**config.mk**
```make
export PLATFORM = sky130hd
export DESIGN_NAME = sad_block_buffer_flat
export DESIGN_NICKNAME = d
export VERILOG_FILES = /design/src/rtl/sad_block_buffer_if.sv /design/src/rtl/sad_block_buffer.sv /design/src/flat_wrapper.sv
export SDC_FILE = /design/constraint.sdc
export NUM_CORES = 2
export LEC_CHECK = 0
export ABC_AREA = 0
export BUFFER_PORTS_ARGS = -buffer_cell sky130_fd_sc_hd__buf_2
export CAP_MARGIN = 20
export CORE_MARGIN = 8
export CORE_UTILIZATION = 45
export CTS_CLUSTER_SIZE = 10
export DETAILED_ROUTE_END_ITERATION = 16
export GPL_TIMING_DRIVEN = 0
export PLACE_DENSITY_LB_ADDON = 0.3
export SLEW_MARGIN = 0
export SYNTH_ARGS = -nofsm -noshare
export SYNTH_HDL_FRONTEND = slang
export SYNTH_SLANG_ARGS = --single-unit
```
**constraint.sdc**
```tcl
create_clock -name clk -period 5 [get_ports clk]
set_input_delay 0 -clock clk [delete_from_list [all_inputs] [get_ports clk]]
set_output_delay 0 -clock clk [all_outputs]
set_load 0.03 [all_outputs]
```
**src/rtl/sad_block_buffer_if.sv**
```systemverilog
// Write stream and read port shared between the SAD block buffer and its clients.
// The master side is the writer/engine; the slave side is the buffer itself.
interface sad_block_buffer_if #(
  parameter int ADDR_W = 9,
  parameter int DATA_W = 8
);
  logic              wr_valid;
  logic              wr_ready;
  logic [DATA_W-1:0] wr_a;
  logic [DATA_W-1:0] wr_b;
  logic [ADDR_W-1:0] AB_addr;
  logic [DATA_W-1:0] A_data;
  logic [DATA_W-1:0] B_data;

  modport master (
    output wr_valid, wr_a, wr_b, AB_addr,
    input  wr_ready, A_data, B_data
  );

  modport slave (
    input  wr_valid, wr_a, wr_b, AB_addr,
    output wr_ready, A_data, B_data
  );
endinterface

```
**src/rtl/sad_block_buffer.sv**
```systemverilog
// Dual pixel-block buffer: loads blocks A/B from a pixel-pair stream, pulses go
// when full, serves combinational reads and holds contents until sad_done.
module sad_block_buffer #(
  parameter int DEPTH  = 256,
  parameter int ADDR_W = 9,
  parameter int DATA_W = 8
) (
  input  logic              clk,
  input  logic              Mrst_n,
  sad_block_buffer_if.slave bus,
  input  logic              clr,
  input  logic              sad_done,
  output logic              go,
  output logic [ADDR_W-1:0] wr_count,
  output logic [1:0]        state
);

  localparam int IDX_W = (DEPTH > 1) ? $clog2(DEPTH) : 1;
  localparam logic [ADDR_W-1:0] DEPTH_A = ADDR_W'(DEPTH);
  localparam logic [ADDR_W-1:0] LAST_A  = ADDR_W'(DEPTH - 1);

  typedef enum logic [1:0] {
    S_LOAD  = 2'd0,
    S_ISSUE = 2'd1,
    S_HOLD  = 2'd2
  } state_t;

  state_t            state_q, state_d;
  logic [ADDR_W-1:0] wr_count_q, wr_count_d;
  logic              wr_fire;
  logic [IDX_W-1:0]  wr_idx;
  logic [IDX_W-1:0]  rd_idx;
  logic              rd_in_range;

  logic [DATA_W-1:0] mem_a [DEPTH];
  logic [DATA_W-1:0] mem_b [DEPTH];

  // clr wins over a simultaneous write, so the dropped pair never reaches memory
  assign wr_fire = bus.wr_valid && (state_q == S_LOAD) && !clr;
  assign wr_idx  = wr_count_q[IDX_W-1:0];

  always_ff @(posedge clk or negedge Mrst_n) begin
    if (!Mrst_n) begin
      state_q    <= S_LOAD;
      wr_count_q <= '0;
    end else begin
      state_q    <= state_d;
      wr_count_q <= wr_count_d;
    end
  end

  always_comb begin
    state_d    = state_q;
    wr_count_d = wr_count_q;
    if (clr) begin
      state_d    = S_LOAD;
      wr_count_d = '0;
    end else begin
      unique case (state_q)
        S_LOAD: begin
          if (bus.wr_valid) begin
            wr_count_d = wr_count_q + ADDR_W'(1);
            if (wr_count_q == LAST_A) state_d = S_ISSUE;
          end
        end
        S_ISSUE: state_d = S_HOLD;
        S_HOLD: begin
          if (sad_done) begin
            state_d    = S_LOAD;
            wr_count_d = '0;
          end
        end
        default: begin
          state_d    = S_LOAD;
          wr_count_d = '0;
        end
      endcase
    end
  end

  // Handshake outputs depend on state only, keeping the writer free of loops
  always_comb begin
    bus.wr_ready = (state_q == S_LOAD);
    go           = (state_q == S_ISSUE);
  end

  assign wr_count = wr_count_q;
  assign state    = state_q;

  // Storage: data arrays carry no reset
  always_ff @(posedge clk) begin
    if (wr_fire) begin
      mem_a[wr_idx] <= bus.wr_a;
      mem_b[wr_idx] <= bus.wr_b;
    end
  end

  assign rd_in_range = (bus.AB_addr < DEPTH_A);
  assign rd_idx      = bus.AB_addr[IDX_W-1:0];

  always_comb begin
    bus.A_data = '0;
    bus.B_data = '0;
    if (rd_in_range) begin
      bus.A_data = mem_a[rd_idx];
      bus.B_data = mem_b[rd_idx];
    end
  end

endmodule

```
**src/flat_wrapper.sv**
```systemverilog
// flat-port wrapper written by rule: the top's interface ports become plain ports
module sad_block_buffer_flat 
#(
  parameter int DEPTH  = 256,
  parameter int ADDR_W = 9,
  parameter int DATA_W = 8
)
  (clk, Mrst_n, clr, sad_done, go, wr_count, state, bus_wr_valid, bus_wr_a, bus_wr_b, bus_AB_addr, bus_wr_ready, bus_A_data, bus_B_data);
  sad_block_buffer_if #(.ADDR_W(ADDR_W), .DATA_W(DATA_W)) bus_i ();
  input  logic clk;
  input  logic Mrst_n;
  input  logic clr;
  input  logic sad_done;
  output logic go;
  output logic [ADDR_W-1:0] wr_count;
  output logic [1:0] state;
  input wire logic [$bits(bus_i.wr_valid)-1:0] bus_wr_valid;
  input wire logic [$bits(bus_i.wr_a)-1:0] bus_wr_a;
  input wire logic [$bits(bus_i.wr_b)-1:0] bus_wr_b;
  input wire logic [$bits(bus_i.AB_addr)-1:0] bus_AB_addr;
  output wire logic [$bits(bus_i.wr_ready)-1:0] bus_wr_ready;
  output wire logic [$bits(bus_i.A_data)-1:0] bus_A_data;
  output wire logic [$bits(bus_i.B_data)-1:0] bus_B_data;
  assign bus_i.wr_valid = bus_wr_valid;
  assign bus_i.wr_a = bus_wr_a;
  assign bus_i.wr_b = bus_wr_b;
  assign bus_i.AB_addr = bus_AB_addr;
  assign bus_wr_ready = bus_i.wr_ready;
  assign bus_A_data = bus_i.A_data;
  assign bus_B_data = bus_i.B_data;
  sad_block_buffer #(.DEPTH(DEPTH), .ADDR_W(ADDR_W), .DATA_W(DATA_W)) u_core (.clk(clk), .Mrst_n(Mrst_n), .bus(bus_i), .clr(clr), .sad_done(sad_done), .go(go), .wr_count(wr_count), .state(state));
endmodule
```
==> results.py <==
metrics = {
    "outcome": {
        "status": "finished, violations left",
        "violations": "negative setup slack",
    },
    "clocking": {
        "clkSlewWorstSetupHoldPaths_ns": 0.05,
        "root_buffer": "clkbuf_16",
        "cts_num_sinks": 4107,
        "cts_buffers": 453,
        "clock_latency_ns": 1.04,
        "cts_tree": "done",
        "htreeDepth": 5,
        "cts_buffer_depth": 4,
    },
    "synth": {
        "syn_area_per_cell_um2": 21.6,
        "synth-seq-area-share": 0.779,
        "synth.top_cell.area_share": 0.777,
        "synth_fp_nets": 7353,
        "yosys.area.top_type": "edfxtp_1",
        "synth_top_cells_by_area": "edfxtp_1 78%, mux4_2 11%, mux2i_1 3.2%",
        "synthCells": 7318,
        "synth-seq-cells": 4107,
        "ys_warn_count": 0,
        "synth_edf_count": 4096,
        "post_synth_num_cell_types": 58,
        "syn_area_um2": 158000,
        "synth_flop_cell": "edfxtp_1",
        "async_flop_share": 0.00268,
    },
    "timing": {
        "tightest_slew_ns": 1.38,
        "fin_skew_ns": 0.0577,
        "timing.final.crit_share": 1.04,
        "fin_ws_ns": -0.208,
        "maxSlewHeadroom": 0.0716,
        "setup-tns-final_ns": -1.48,
        "finalCriticalPeriod_ns": 5.21,
        "setup_viol": 11,
        "hold_viol": 0,
        "drv_slew": 0,
        "max_freq_mhz": 192,
    },
    "setup_path": {
        "critPathTopFamily": "buffers and inverters",
        "critical_path_buf_inv_count": 6,
        "slowest_delay_ns": 0.97,
        "crit_path_start_kind": "primary input",
        "worst_setup_path_end_kind": "output pin",
        "crit_chain": "buf_4 -> buf_4 -> buf_2 -> clkbuf_2 -> buf_2 -> a211oi_1 -> o21ai_0 -> nand4_1 -> o22ai_1 -> buf_2",
        "path_class": "in2out",
        "cp_data_required_time_ns": 5.00,
        "critPathSlowestCell": "o21ai_0",
        "cp_data_arrival_time_ns": 5.21,
        "cpMostUsedCell": "buf_2",
        "cp_max_fo": 10,
        "rrSetupSlack_ns": 0.65,
    },
    "drt": {
        "via_per_inst": 6.65,
        "num_vias": 85800,
        "antenna_left": 0,
        "drt_pass1_iterations": 7,
        "routed_wl_um": 533000,
        "wl_per_cell_um": 41.3,
        "route.detailed.drc": 0,
        "drt_iter0_drc": 14900,
    },
    "power": {
        "power_mw": 71.4,
        "p_leak_nw": 57.8,
        "peakVddDrop_v": 0.000297,
        "p_per_area_nw_per_um2": 389,
    },
    "flow_run": {
        "cap_violations": 0,
    },
    "placed_design": {
        "io_buffers": 55,
        "place_area_um2": 171000,
        "place_hpwl_um": 378000,
        "placed_cells": 12300,
        "gp_congestion": 1.01,
    },
    "die": {
        "io_pins": 59,
        "die_h_um": 609,
        "core-area_um2": 350000,
        "initial_utilization": 0.453,
        "num_rows": 217,
        "die_w_um": 609,
        "die_area_um2": 371000,
    },
    "global_route": {
        "grt_overflow": 0,
        "grt_util_all_layers": 0.279,
        "grt_pass1_wl_um": 708000,
        "antenna_found_initial": 61,
        "grt_pass1_vias": 82600,
        "grt_max_degree": 141,
    },
    "cells_and_area": {
        "fin_nets": 8237,
        "fill_cells": 26600,
        "area_growth_pct": 16.0,
        "stdcell_area_um2": 184000,
        "drive_gt1_frac": 0.275,
        "fin_cells": 12900,
        "post-route-util": 0.525,
    },
    "worst_hold_path": {
        "min-delay-path-class": "in2reg",
    },
}
==> routing by layer <==
| metal | GRT usage | share of wire |
|---|---|---|
| met1 | 0.365 | 0.36 |
| met2 | 0.409 | 0.44 |
| met3 | 0.0911 | 0.13 |
| met5 | 0 | 0.00011 |
| met4 | 0.167 | 0.072 |
==> placed cells by master (no fill, tap or decap), types with 57 or more instances in the layout <==
master / instances
mux4_2: 804
o221ai_1: 202
a21oi_1: 113
o22ai_1: 172
buf_8: 274
clkbuf_1: 208
buf_2: 115
edfxtp_1: 4096
nand2_1: 58
buf_4: 75
a22oi_1: 83
buf_16: 65
mux2i_1: 501
o21ai_0: 94
nor3_1: 83
nor2_2: 248
a211oi_1: 57
mux2_2: 70
clkbuf_16: 457
==> area by class of cell <==
| cell class | count | area (µm²) | share of cell area |
|---|---|---|---|
| antenna | 36 | 90.1 | 0.000491 |
| tap | 4599 | 5750 | 0.0313 |
| buffer | 433 | 2700 | 0.0147 |
| clock inverter | 34 | 623 | 0.00339 |
| multi-input combinational | 2767 | 33000 | 0.180 |
| timing repair buffer | 431 | 6490 | 0.0354 |
| inverter | 9 | 33.8 | 0.000184 |
| sequential | 4107 | 123000 | 0.671 |
| clock buffer | 495 | 11600 | 0.0631 |
==> what timing repair did <==
action	4_1_cts	5_1_grt
buffers inserted	0	0
hold buffers	31	0
endpoints found under the hold margin	3083	0
gates resized for setup	13	2
setup endpoints to repair	14	1
==> logic make-up (layout without fill, tap and decap cells) <==
kind of cell / after synthesis / after routing / share of synthesized area
adders and majority gates: 5 / 5 / 0.000395
buffers and inverters: 444 / 1402 / 0.0169
xor gates and xnor gates: 6 / 6 / 0.000332
muxes: 1375 / 1375 / 0.151
DFF: 4107 / 4107 / 0.779
and+or+nand+nor: 553 / 553 / 0.0158
AOI/OAI and AO/OA: 828 / 828 / 0.0365
other: 0 / 36 / 0
==> where the power goes <==
| group | total [mW] | internal [mW] | switching [mW] |
|---|---|---|---|
| Clock | 29.2 | 16.2 | 12.9 |
| Combinational | 4.36 | 1.29 | 3.07 |
| Sequential | 37.9 | 37.9 | 0.00460 |
| Total | 71.4 | 55.4 | 16.0 |
==> state kept, by name, summed over array words and instances (netlist names) <==
name,cells
u_core.mem_a,2048
u_core.mem_b,2048
u_core.wr_count,9
u_core.state,2
==> worst paths after layout <==
| kind | cells past startpoint | to | start |
|---|---|---|---|
| hold / removal | 2 | u_core.mem_a[7][4]$_DFFE_PP_ | bus_wr_a[4] |
| max in group asynchronous | 3 | u_core.wr_count[6]$_DFFE_PN0P_ | Mrst_n |
| hold reg to reg | 2 | u_core.wr_count[8]$_DFFE_PN0P_ | u_core.wr_count[8]$_DFFE_PN0P_ |
| setup reg to reg | 5 | u_core.mem_a[135][3]$_DFFE_PP_ | u_core.wr_count[5]$_DFFE_PN0P_ |
| setup / recovery | 10 | bus_A_data[4] | bus_AB_addr[1] |
| min in group asynchronous | 3 | u_core.state[1]$_DFFE_PN0P_ | Mrst_n |
==> through the flow <==
step           hold WS, ns  setup WS [ns]
2_1_floorplan       -0.296           1.99
3_3_place_gp        -0.118          -2.13
3_5_place_dp        -0.117         -0.418
4_1_cts           0.000412         0.0286
5_1_grt             0.0367        -0.0440
6_report            0.0382         -0.208
==> synth_stat cells, types with 12 or more instances <==
| library cell | number |
|---|---|
| edfxtp_1 | 4096 |
| mux4_2 | 804 |
| mux2i_1 | 501 |
| nor2_1 | 284 |
| clkbuf_1 | 209 |
| o221ai_1 | 202 |
| o22ai_1 | 175 |
| a21oi_1 | 113 |
| o21ai_0 | 99 |
| nor3_1 | 85 |
| a22oi_1 | 83 |
| buf_2 | 70 |
| mux2_2 | 70 |
| nand2_1 | 58 |
| a211oi_1 | 57 |
| buf_4 | 56 |
| buf_6 | 43 |
| buf_1 | 27 |
| nand4_1 | 25 |
| a22o_1 | 23 |
| nand3_1 | 22 |
| buf_8 | 20 |
| nor2b_1 | 20 |
| a31oi_1 | 15 |
| and3_1 | 14 |
| o211ai_1 | 12 |
(Power assumes the default switching activity.)
